--- src/rtl/multi_edge_pulse_pkg.sv ---
// Shared constants for the multi-channel edge/pulse converter.
// Mode encoding, repeat FSM states and a small parameter helper.
package multi_edge_pulse_pkg;

    localparam logic [1:0] MODE_RISE = 2'b00;
    localparam logic [1:0] MODE_FALL = 2'b01;
    localparam logic [1:0] MODE_BOTH = 2'b10;
    localparam logic [1:0] MODE_OFF  = 2'b11;

    typedef enum logic [1:0] {
        ST_IDLE,
        ST_HOLD,
        ST_REPEAT
    } rpt_state_t;

    function automatic int max2(input int a, input int b);
        return (a > b) ? a : b;
    endfunction

endpackage

--- src/rtl/edge_pulse_channel.sv ---
// One input channel: 2-flop synchroniser, debounce filter,
// edge detection with mode select and an auto-repeat FSM.
module edge_pulse_channel
    import multi_edge_pulse_pkg::*;
#(
    parameter int DEBOUNCE_CYCLES = 16,
    parameter int REPEAT_DELAY    = 500,
    parameter int REPEAT_PERIOD   = 100
) (
    input  logic       clock,
    input  logic       globalReset_n,
    input  logic       level,
    input  logic [1:0] mode,
    input  logic       repeat_en,
    output logic       pulse,
    output logic       pulse_next,
    output logic       level_out
);

    localparam int CW = $clog2(DEBOUNCE_CYCLES + 1);
    localparam int RW = $clog2(max2(REPEAT_DELAY, REPEAT_PERIOD) + 1);

    localparam logic [CW-1:0] CNT_LAST = CW'(DEBOUNCE_CYCLES - 1);
    localparam logic [RW-1:0] R_DELAY  = RW'(REPEAT_DELAY);
    localparam logic [RW-1:0] R_PERIOD = RW'(REPEAT_PERIOD);
    localparam logic [RW-1:0] R_ONE    = RW'(1);

    logic          sync1;
    logic          sync2;
    logic [CW-1:0] cnt;
    logic          level_q;

    rpt_state_t    state, state_d;
    logic [RW-1:0] rcnt, rcnt_d;

    logic rise, fall;
    logic rise_en, fall_en;
    logic rpt_fire;
    logic abort;

    always_ff @(posedge clock) begin
        if (!globalReset_n) begin
            sync1     <= 1'b0;
            sync2     <= 1'b0;
            cnt       <= '0;
            level_out <= 1'b0;
            level_q   <= 1'b0;
        end else begin
            sync1   <= level;
            sync2   <= sync1;
            level_q <= level_out;
            if (sync2 == level_out) begin
                cnt <= '0;
            end else if (cnt == CNT_LAST) begin
                level_out <= sync2;
                cnt       <= '0;
            end else begin
                cnt <= cnt + 1'b1;
            end
        end
    end

    assign rise    = level_out & ~level_q;
    assign fall    = ~level_out & level_q;
    assign rise_en = rise & ((mode == MODE_RISE) | (mode == MODE_BOTH));
    assign fall_en = fall & ((mode == MODE_FALL) | (mode == MODE_BOTH));

    // Leaving HOLD/REPEAT on release also swallows a coincident expiry.
    assign abort = ~level_out | ~repeat_en
                 | (mode == MODE_FALL) | (mode == MODE_OFF);

    always_comb begin
        state_d  = state;
        rcnt_d   = rcnt;
        rpt_fire = 1'b0;
        unique case (state)
            ST_IDLE: begin
                if (rise_en && repeat_en) begin
                    state_d = ST_HOLD;
                    rcnt_d  = R_ONE;
                end
            end
            ST_HOLD: begin
                if (abort) begin
                    state_d = ST_IDLE;
                    rcnt_d  = '0;
                end else if (rcnt == R_DELAY) begin
                    rpt_fire = 1'b1;
                    state_d  = ST_REPEAT;
                    rcnt_d   = R_ONE;
                end else begin
                    rcnt_d = rcnt + 1'b1;
                end
            end
            ST_REPEAT: begin
                if (abort) begin
                    state_d = ST_IDLE;
                    rcnt_d  = '0;
                end else if (rcnt == R_PERIOD) begin
                    rpt_fire = 1'b1;
                    rcnt_d   = R_ONE;
                end else begin
                    rcnt_d = rcnt + 1'b1;
                end
            end
            default: begin
                state_d = ST_IDLE;
                rcnt_d  = '0;
            end
        endcase
    end

    assign pulse_next = rise_en | fall_en | rpt_fire;

    always_ff @(posedge clock) begin
        if (!globalReset_n) begin
            state <= ST_IDLE;
            rcnt  <= '0;
            pulse <= 1'b0;
        end else begin
            state <= state_d;
            rcnt  <= rcnt_d;
            pulse <= pulse_next;
        end
    end

endmodule

--- src/rtl/multi_edge_pulse.sv ---
// Multi-channel level-to-pulse converter with debounce and
// auto-repeat; one edge_pulse_channel per input plus any_pulse.
module multi_edge_pulse
    import multi_edge_pulse_pkg::*;
#(
    parameter int CHANNELS        = 4,
    parameter int DEBOUNCE_CYCLES = 16,
    parameter int REPEAT_DELAY    = 500,
    parameter int REPEAT_PERIOD   = 100
) (
    input  logic                  clock,
    input  logic                  globalReset_n,
    input  logic [CHANNELS-1:0]   level,
    input  logic [2*CHANNELS-1:0] mode,
    input  logic [CHANNELS-1:0]   repeat_en,
    output logic [CHANNELS-1:0]   pulse,
    output logic [CHANNELS-1:0]   level_out,
    output logic                  any_pulse
);

    logic [CHANNELS-1:0] pulse_next;

    for (genvar i = 0; i < CHANNELS; i++) begin : g_ch
        edge_pulse_channel #(
            .DEBOUNCE_CYCLES(DEBOUNCE_CYCLES),
            .REPEAT_DELAY   (REPEAT_DELAY),
            .REPEAT_PERIOD  (REPEAT_PERIOD)
        ) u_ch (
            .clock        (clock),
            .globalReset_n(globalReset_n),
            .level        (level[i]),
            .mode         (mode[2*i+1:2*i]),
            .repeat_en    (repeat_en[i]),
            .pulse        (pulse[i]),
            .pulse_next   (pulse_next[i]),
            .level_out    (level_out[i])
        );
    end

    // Built from next-state pulses so it lines up with the pulse register.
    always_ff @(posedge clock) begin
        if (!globalReset_n) begin
            any_pulse <= 1'b0;
        end else begin
            any_pulse <= |pulse_next;
        end
    end

endmodule
--- config.mk ---
export PLATFORM = sky130hd
export DESIGN_NAME = multi_edge_pulse
export DESIGN_NICKNAME = d
export VERILOG_FILES = /design/src/rtl/multi_edge_pulse_pkg.sv /design/src/rtl/edge_pulse_channel.sv /design/src/rtl/multi_edge_pulse.sv
export SDC_FILE = /design/constraint.sdc
export NUM_CORES = 1
export LEC_CHECK = 0
export ABC_CLOCK_PERIOD_IN_PS = 5030
export BUFFER_PORTS_ARGS = -buffer_cell sky130_fd_sc_hd__buf_2
export CAP_MARGIN = 40
export CORE_MARGIN = 4
export CORE_UTILIZATION = 55
export CTS_CLUSTER_SIZE = 40
export DETAILED_ROUTE_END_ITERATION = 12
export PLACE_DENSITY = 0.78
export SLEW_MARGIN = 20
export SYNTH_ARGS = -nofsm -noshare
export SYNTH_HDL_FRONTEND = slang
export SYNTH_SLANG_ARGS = --single-unit
--- constraint.sdc ---
create_clock -name clock -period 5.03 [get_ports clock]
set_clock_uncertainty 0.15 [all_clocks]
set_input_delay 0.2515 -clock clock [delete_from_list [all_inputs] [get_ports clock]]
set_output_delay 0.2515 -clock clock [all_outputs]
set_load 0.05 [all_outputs]
# Word level (Yosys, flattened, before mapping)
# Cells that the tools add are included.
[totals]
reg_bits = 85
wordCells = 239
out_inout_bits = 9
inputBits = 18
[op_classes]
n_eq_ne = 48
addsub = 8
muxes = 64
n_reduce_logical = 25
bitwise_logic = 61
[op_table]
columns = ["operator", "count"]
rows = [
  ["9-bit two-way mux", 20],
  ["9-bit case mux with 3 select lines", 4],
  ["9-bit by 1-bit adder with 9-bit output (second input constant)", 4],
  ["9-bit by 7-bit equality test with 1-bit output (second input constant)", 4],
  ["9-bit equality test (second input constant)", 4],
  ["2-bit two-way mux", 16],
  ["1-bit bitwise OR", 28],
  ["2-bit equality test (second input constant)", 12],
  ["2-bit case mux with 3 select lines", 4],
  ["5-bit by 1-bit adder with 5-bit output (second input constant)", 4],
  ["5-bit by 4-bit equality test with 1-bit output (second input constant)", 4],
  ["1-bit NOT", 17],
  ["1-bit bitwise AND", 16],
  ["2-bit by 1-bit equality test with 1-bit output (second input constant)", 8],
  ["2-bit logical NOT", 8],
  ["1-bit two-way mux", 16],
  ["2-bit by 1-bit != test with 1-bit output (second input constant)", 8],
  ["3-bit by 1-bit != test with 1-bit output (second input constant)", 4],
  ["3-bit AND reduction", 4],
  ["3-bit OR reduction", 4],
  ["1-bit case mux with 2 select lines", 4],
  ["2-bit AND reduction", 4],
  ["1-bit equality test", 4],
  ["1-bit logical AND", 4],
  ["4-bit OR reduction", 1],
]

# Logic depth before layout (Yosys ltp)
# Gate-level depths: netlist (run 1).
[logic_depth]
word_depth = 8
depth_mapped = 9
depth_no_buf = 7

# Cells and area by module
# A second synthesis (run 1) with hierarchy kept.
[unflattened]
cells_unflattened = 536
hier_area_um2 = 4946.0
[by_module_without_submodules]
columns = ["mod", "area_each_um2", "n_inst", "seq_area_each_um2", "cells_each"]
rows = [
  ["edge_pulse_channel (g_ch[1].u_ch ...)", 1275.0, 2, 420.4, 134],
  ["edge_pulse_channel (g_ch[0].u_ch)", 1236.2, 1, 420.4, 136],
  ["edge_pulse_channel (g_ch[3].u_ch)", 1128.6, 1, 420.4, 130],
  ["multi_edge_pulse", 31.3, 1, 20.0, 2],
]

# Least setup slack after synthesis (run 1)
# Ideal clock, no wire load.
[synth_path]
path_type = "input to register"
from = "input port mode[5]"
to = "register g_ch[2].u_ch.rcnt[1]"
t_required_ps = 4752
setup_time_ps = 128
path_stages = 8
arrival_time_ps = 1743
n_path_buf = 1
slack_ps = 3010
path_cell_list = "inv_1 -> ha_1 -> and4bb_2 -> buf_2 -> a2111oi_1 -> o21ai_1 -> a32oi_1 -> nor2_1"
[synth_between]
elab_chain_len = 5
word_cells_on_any_way = 13
cone_classes = "4 x eq/ne; 3 x mux; 4 x bitwise; 2 x reduce/logical"
[synth_rtl]
columns = ["item", "line", "source"]
rows = [
  ["from (decl)", "multi_edge_pulse.sv:14", "input logic [2*CHANNELS-1:0] mode,"],
  ["2-bit by 1-bit equality test with 1-bit output (tied with other cells)", "edge_pulse_channel.sv:70", "| (mode == MODE_FALL) | (mode == MODE_OFF);"],
  ["1-bit bitwise OR, on equally long branches", "edge_pulse_channel.sv:70, edge_pulse_channel.sv:65", ""],
  ["1-bit bitwise OR / 1-bit bitwise AND (equally long branches)", "edge_pulse_channel.sv:70, edge_pulse_channel.sv:65", ""],
  ["9-bit two-way mux (tied with other cells)", "edge_pulse_channel.sv:96", "if (abort) begin"],
  ["9-bit case mux with 3 select lines / 2-bit by 1-bit != test with 1-bit output (equally long branches)", "--", ""],
  ["to (signal assigned)", "edge_pulse_channel.sv:122", "rcnt <= rcnt_d;"],
  ["to (decl)", "edge_pulse_channel.sv:34", "logic [RW-1:0] rcnt, rcnt_d;"],
]
# Parallel ways exist; a longest one is shown, timed or not.
# A chain may end at the register's enable or synchronous reset.

# Worst setup path in the final report (run 1)
[layout_path]
from = "register g_ch[1].u_ch.state[0]"
to = "register g_ch[1].u_ch.rcnt[8]"
[layout_between]
elab_chain_len = 2
word_cells_on_any_way = 5
cone_classes = "3 x eq/ne; 1 x mux; 1 x reduce/logical"
[layout_rtl]
columns = ["item", "line", "source"]
rows = [
  ["from (decl)", "edge_pulse_channel.sv:33", "rpt_state_t state, state_d;"],
  ["from (signal assigned)", "edge_pulse_channel.sv:121", "state <= state_d;"],
  ["2-bit equality test (tied with other cells)", "edge_pulse_channel.sv:76", "unique case (state)"],
  ["9-bit case mux with 3 select lines / 2-bit by 1-bit != test with 1-bit output (equally long branches)", "--", ""],
  ["to (signal assigned)", "edge_pulse_channel.sv:122", ""],
  ["to (decl)", "edge_pulse_channel.sv:34", ""],
]
# Parallel ways exist; a longest one is shown, timed or not.

==> summary.md, run 1 <==
| Metric | Value |
|---|---|
| Internal | `around 990 uW` |
| Antenna viol nets, final | `0` |
| Die W | `approximately 100 um` |
| IO Port Bufs | `26` |
| Critical path capture point type | `flop` |
| EDFF count, synth | `0` |
| Clk network pwr share | `0.361` |
| Max clock buf depth | `2` |
| Outcome | `completed` |
| Min Hold Slack | `between 0.2 and 0.25 ns` |
| Setup WS pre-CTS | `2.54 ns` |
| Total GRT Usage | `0.185` |
| Synth Flop Type | `dfxtp_1` |
| Synth top area share | `0.368` |
| Syn-to-layout area delta | `8.69%` |
| Pleak | `between 1.5 and 2 nW` |
| Largest net degree at the start of global routing | `38` |
| Ys async rst share | `0` |
| GP Congestion | `approximately 0.86` |
| Dominant cell by count in the synthesized netlist | `dfxtp_1` |
| Final nets | `approximately 630` |
| Final Instance Count excl. Fillers | `between 600 and 700` |
| Post-route worst setup slack | `between 2 and 3 ns` |
| Die area | `9930 sq um` |
| Final total power | `between 1 and 1.5 mW` |
| Period minus WS final | `2.51 ns` |
| CP Max Fanout | `11` |
| Worst Tran Pin Value | `roughly 0.75 ns` |
| Via count | `slightly below 4000` |
| Vias in the first global route | `about 3600` |
| Synthesized net count | `610` |
| Worst-path clk slew | `roughly 0.090 ns` |
| Layout cells sized above 1 | `0.0860` |
| Ys Warns | `0` |
| Worst Path Arrival | `between 2 and 3 ns` |
| Routed wire per std cell | `13.3 um` |
| DRC errors left | `0` |
| Later-pin clock latency in the skew report | `between 0.3 and 0.4 ns` |
| Most frequent cells after synthesis | `dfxtp_1, nor2_1, nand2_1, ha_1, inv_1` |
| Number of max-cap violations | `0` |
| Average cell area after synthesis | `8.49 sq um` |
| Crit Path Class | `reg2reg` |
| H-tree levels | `3` |
| Post-route cell area | `5020 sq um` |
| Worst VDD drop | `0.000190 V` |
| Unique masters post-synth | `59` |
| Cells after Synth | `between 500 and 600` |
| PwrDens | `between 200 and 300 nW/um^2` |
| Initial antenna violation count | `0` |
| Final-report setup violation count | `0` |
| Dominant cell type by area after synthesis | `dfxtp_1` |
| Synth top area cells | `dfxtp_1, ha_1, nor2_1` |
| Final Util | `0.614` |
| Sequential share of the synthesized area | `0.368` |
| Root Driver | `clkbuf_8` |
| Max Clock Freq | `between 0.3 and 0.4 GHz` |
| CTS Hold Bufs | `4` |
| Global-route wire length before repair | `15400 um` |
| TritonCTS clock tree | `yes` |
| Slew Viols, Final | `0` |
| Switching power total | `between 300 and 400 uW` |
| Unrepaired setup endpoints after global routing | `false` |
| Grt ovf | `0` |
| Final worst path period share | `0.499` |
| CTS sink cnt | `85` |
| Total negative slack | `0 ns` |
| Comb power frac | `0.126` |
| Routed wire length | `8950 um` |
| DR vias/cell | `5.72` |
| Startpoint Class | `flop` |
| Final hold vios | `0` |
| #FFs+latches synth | `85` |
| Post-DP HPWL | `roughly 6400 um` |
| Relative slew slack | `0.501` |
| Boundary Pins | `27` |
| First-pass iteration count of the detailed router | `6` |
| Reg power frac | `0.513` |
| Worst path required time | `roughly 5.2 ns` |
| N_diodes | `0` |
| Setup Buffers After CTS | `0` |
| Row count | `33` |
| Hold Crit Class | `in2reg` |
| Initial Util | `0.565` |
| Die span in y | `roughly 100 um` |
| Synthesized area | `4620 sq um` |
| Sw Ratio | `0.285` |
| CTS Buf Count | `9` |
| DR iter-0 viols | `between 150 and 200` |
| DP Area | `between 4000 and 5000 sq um` |
| Core area | `between 8000 and 9000 sq um` |
| Post-CTS Resized | `0` |
| # placed instances | `655` |
## area by class of cell
type	count	area, sq um
timing repair buffer	32	183
multi-input combinational	397	2650
clock buffer	9	124
fill	705	3150
tap	105	131
clock inverter	7	80.1
sequential	85	1700
inverter	40	150
## flip-flops by register name, summed over array words and instances, names as in the netlist
name	cells
g_ch.u_ch.cnt	20
g_ch.u_ch.pulse	4
g_ch.u_ch.sync1	4
g_ch.u_ch.sync2	4
g_ch.u_ch.level_out	4
g_ch.u_ch.level_q	4
g_ch.u_ch.rcnt	36
g_ch.u_ch.state	8
any_pulse	1
## cells in the final DEF (no fill, tap or decap), drive strengths merged, types with 4 or more instances in the layout
| cell type | instances |
|---|---|
| dfxtp | 85 |
| nand3 | 24 |
| o21a | 6 |
| mux2i | 8 |
| nand2 | 50 |
| and3 | 14 |
| xnor2 | 17 |
| dlygate4sd3 | 4 |
| xor2 | 9 |
| inv | 43 |
| o211ai | 5 |
| buf | 28 |
| nand4 | 9 |
| a21oi | 22 |
| a31oi | 10 |
| nor2 | 62 |
| nor4 | 5 |
| clkbuf | 9 |
| nor3 | 12 |
| ha | 48 |
| or3 | 8 |
| nor2b | 4 |
| o21ai | 15 |
| and2 | 14 |
| o21bai | 5 |
## routing by layer
metal / GRT usage / share of wire / up-vias
met4: 0.0746 / 0.018 / 0
met1: 0.219 / 0.46 / 1824
met2: 0.319 / 0.49 / 82
li1: - / - / 1933
met3: 0.0449 / 0.033 / 22
met5: 0 / 0 / -
## path summary, 6_finish.rpt
check             slack [ns]                     to  cells past startpoint                  start
setup / recovery        2.52   g_ch[1].u_ch.rcnt[8]                      7  g_ch[1].u_ch.state[0]
hold / removal          0.22  g_ch[3].u_ch.state[1]                      2          globalReset_n
setup reg to reg        2.52   g_ch[1].u_ch.rcnt[8]                      7  g_ch[1].u_ch.state[0]
hold reg to reg         0.29     g_ch[0].u_ch.sync2                      1     g_ch[0].u_ch.sync1
## cell families after synthesis
kind of cell,after synthesis,share of synthesized area
AO/OA/AOI/OAI,90,0.130
XOR/XNOR,26,0.0493
adder cells (fa/ha/maj),48,0.130
buffers and inverters,62,0.0577
flip-flops,85,0.368
multiplexers,8,0.0173
AND/OR/NAND/NOR,225,0.247
## critical path, cell delays in order, from the launching register on
cell,delay [ns]
dfxtp_1,0.35
inv_1,0.09
ha_1,0.22
inv_1,0.05
a311o_1,0.32
a221oi_2,0.63
or4b_1,0.49
a31oi_1,0.13
## power groups by stage
| stage | Clock [mW] | Sequential (mW) | Combinational [mW] |
|---|---|---|---|
| 2_1_floorplan | 0 | 0.722 | 0.125 |
| 5_1_grt | 0.539 | 0.716 | 0.199 |
| 4_1_cts | 0.511 | 0.712 | 0.175 |
| 6_report | 0.502 | 0.712 | 0.174 |
| 3_5_place_dp | 0 | 0.727 | 0.169 |
| 3_3_place_gp | 0 | 0.725 | 0.162 |
Power figures use the tool's default switching activity.
==> run 2, diff against run 1 <==
- ABC_AREA: default -> 1
- ABC_CLOCK_PERIOD_IN_PS: 5030 -> 2500
- clock period: 5.03 -> 2.5 ns (I/O delays scaled with it)
==> summary.md, run 2 <==
| Metric | Value |
|---|---|
| Die area | `just over 10000 sq um` |
| Setup Buffers After CTS | `0` |
| Worst Hold Depth | `6` |
| DRC errors left | `0` |
| Commonest non-fill, non-tap cell in the layout | `nand2_1` |
| Grt ovf | `0` |
| Total GRT Usage | `0.188` |
| GP Congestion | `a little under 0.9` |
| Global-route wire length before repair | `15700 um` |
| Final Util | `0.623` |
| Delay of the slowest cell on the worst path | `~0.44 ns` |
| Layout cells sized above 1 | `0.0953` |
| Average cell area after synthesis | `between 7 and 8 sq um` |
| Worst VDD drop | `~0.0005 V` |
| Worst r2r src | `g_ch[0].u_ch.level_out` |
| Vias in the first global route | `between 3000 and 4000` |
| Post-CTS Resized | `0` |
| N_diodes | `0` |
| Antenna viol nets, final | `0` |
| First-pass iteration count of the detailed router | `5` |
| Setup WS pre-CTS | `0.614 ns` |
| Routed wire per std cell | `11.4 um` |
| Synthesized area | `4690 sq um` |
| Boundary Pins | `27` |
| Most frequent cells after synthesis | `nand2_1, inv_1, dfxtp_1, nor2_1, a21oi_1` |
| TritonCTS clock tree | `yes` |
| Worst r2r dst | `g_ch[0].u_ch.rcnt[4]` |
| CP cell instances | `inv_1, nor3_2, nand2_1, nand2_1, inv_1, nor2_1, xor2_1, nor2_1` |
| H-tree levels | `3` |
| Relative slew slack | `0.637` |
| PwrDens | `approximately 480 nW/um^2` |
| Initial antenna violation count | `0` |
| Top Usage Layer GRT | `met2` |
| Critical path capture point type | `flop` |
| Worst Path Arrival | `2.01 ns` |
| Final hold vios | `0` |
| Fill cells | `between 700 and 800` |
| Largest regs | `g_ch.u_ch.rcnt (36), g_ch.u_ch.cnt (20), g_ch.u_ch.state (8)` |
| Synthesized net count | `713` |
| Pleak | `~2.2 nW` |
| Worst Tran Pin Value | `between 0.5 and 0.6 ns` |
| Most frequent cells in the layout | `nand2_1, inv_1, dfxtp_1, nor2_1, a21oi_1` |
| WHS Endpoint | `g_ch[1].u_ch.rcnt[3]` |
| Max clock buf depth | `2` |
| DR iter-0 viols | `roughly 150` |
| Max Clock Freq | `approximately 0.52 GHz` |
| Dominant cell type by area after synthesis | `dfxtp_1` |
| Met2 usage | `0.333` |
| Met3 Track Usage GR | `0.0466` |
| Final total power | `between 2 and 2.5 mW` |
| Unrepaired setup endpoints after global routing | `false` |
| #FFs+latches synth | `85` |
| Final-report setup violation count | `0` |
| DR vias/cell | `between 5 and 6` |
| Beginning of the critical path | `g_ch[0].u_ch.level_out` |
| Period minus WS final | `roughly 1.9 ns` |
| Later-pin clock latency in the skew report | `approximately 0.35 ns` |
| Startpoint Class | `flop` |
| Reg2Reg Depth | `8` |
| Crit Path Class | `reg2reg` |
| Slew Viols, Final | `0` |
| Unique masters post-synth | `36` |
| IO Port Bufs | `26` |
| Synth Flop Type | `dfxtp_1` |
| Sequential share of the synthesized area | `0.363` |
| Outcome | `completed` |
| Min Hold Slack | `0.113 ns` |
| Worst path required time | `2.59 ns` |
| Cells after Synth | `647` |
| Root Driver | `clkbuf_8` |
| M1 GR Usage | `0.224` |
| Largest Register | `g_ch.u_ch.rcnt` |
| EDFF count, synth | `0` |
| Final worst path period share | `0.767` |
| Worst-path clk slew | `~0.08 ns` |
| CP Max Fanout | `11` |
| Die span in y | `approximately 100 um` |
| Hold Crit Class | `in2reg` |
| Ys Warns | `0` |
| Synth top area share | `0.363` |
| CTS Buf Count | `9` |
| Row count | `33` |
| CTS Hold Bufs | `7` |
| R2R setup slack | `around 0.58 ns` |
| Die W | `100 um` |
| Max FFs per register | `36` |
| Slowest cell on the critical path | `dfxtp_1` |
| Via count | `around 4000` |
| CTS sink cnt | `between 80 and 90` |
| Post-DP HPWL | `6670 um` |
| Initial Util | `0.568` |
| Total negative slack | `0 ns` |
| Routed wire length | `roughly 9000 um` |
| Hold path startpoint | `repeat_en[1]` |
| Number of max-cap violations | `0` |
| Largest net degree at the start of global routing | `19` |
| Syn-to-layout area delta | `9.82%` |
| Post-route worst setup slack | `just under 0.6 ns` |
| Synth top area cells | `dfxtp_1, ha_1, nand2_1` |
| Final nets | `between 700 and 800` |
| Core area | `around 8300 sq um` |
| Dominant cell by count in the synthesized netlist | `nand2_1` |
| Ys async rst share | `0` |
[run 2: how the worst max path moves through the flow]
| stage | end | depth (start not counted) |
|---|---|---|
| 6_report | g_ch[0].u_ch.rcnt[4] | 8 |
| 5_1_grt | g_ch[0].u_ch.rcnt[4] | 8 |
| 4_1_cts | g_ch[0].u_ch.rcnt[4] | 8 |
| 3_5_place_dp | g_ch[0].u_ch.rcnt[4] | 8 |
| 3_3_place_gp | g_ch[0].u_ch.rcnt[4] | 8 |
| 2_1_floorplan | g_ch[2].u_ch.rcnt[4] | 7 |
[run 2: layout make-up]
cell class	instances	area [sq um]	share of cell area
well taps	105	131	0.0255
multi-input cells	440	2480	0.483
flip-flops and latches	85	1700	0.330
clock buffers	10	128	0.0248
repair buffers	35	215	0.0418
inverters	106	400	0.0778
clock inverters	6	87.6	0.0170
[run 2: logic make-up after synthesis]
logic type / synth area share
fa+ha+maj: 0.128
compound gates: 0.120
simple gates: 0.265
flops: 0.363
buf+inv: 0.107
xor+xnor: 0.0168
[run 2: per-stage QoR]
stage	area, sq um	instances
finish	5150	787
global route	5150	787
CTS	5150	787
detailed placement	4860	764
global placement	4860	764
floorplan	4690	647
[run 2: critical path, delay by kind of cell (launching register included)]
family | cells | cell delay, ns
xor gates and xnor gates | 1 | 0.17
DFF | 1 | 0.44
and+or+nand+nor | 5 | 0.79
buffers and inverters | 2 | 0.26
[run 2: layer usage]
metal | routed length (um) | share of wire
met1 | 4090 | 0.46
met2 | 4430 | 0.49
met3 | 380 | 0.042
met4 | 87 | 0.0097
met5 | 0 | 0
[run 2: report_power, final]
group	total [mW]	switching (mW)	internal, mW
sequential	1.36	0.00463	1.36
clock	1.04	0.477	0.563
combinational	0.0883	0.0527	0.0356
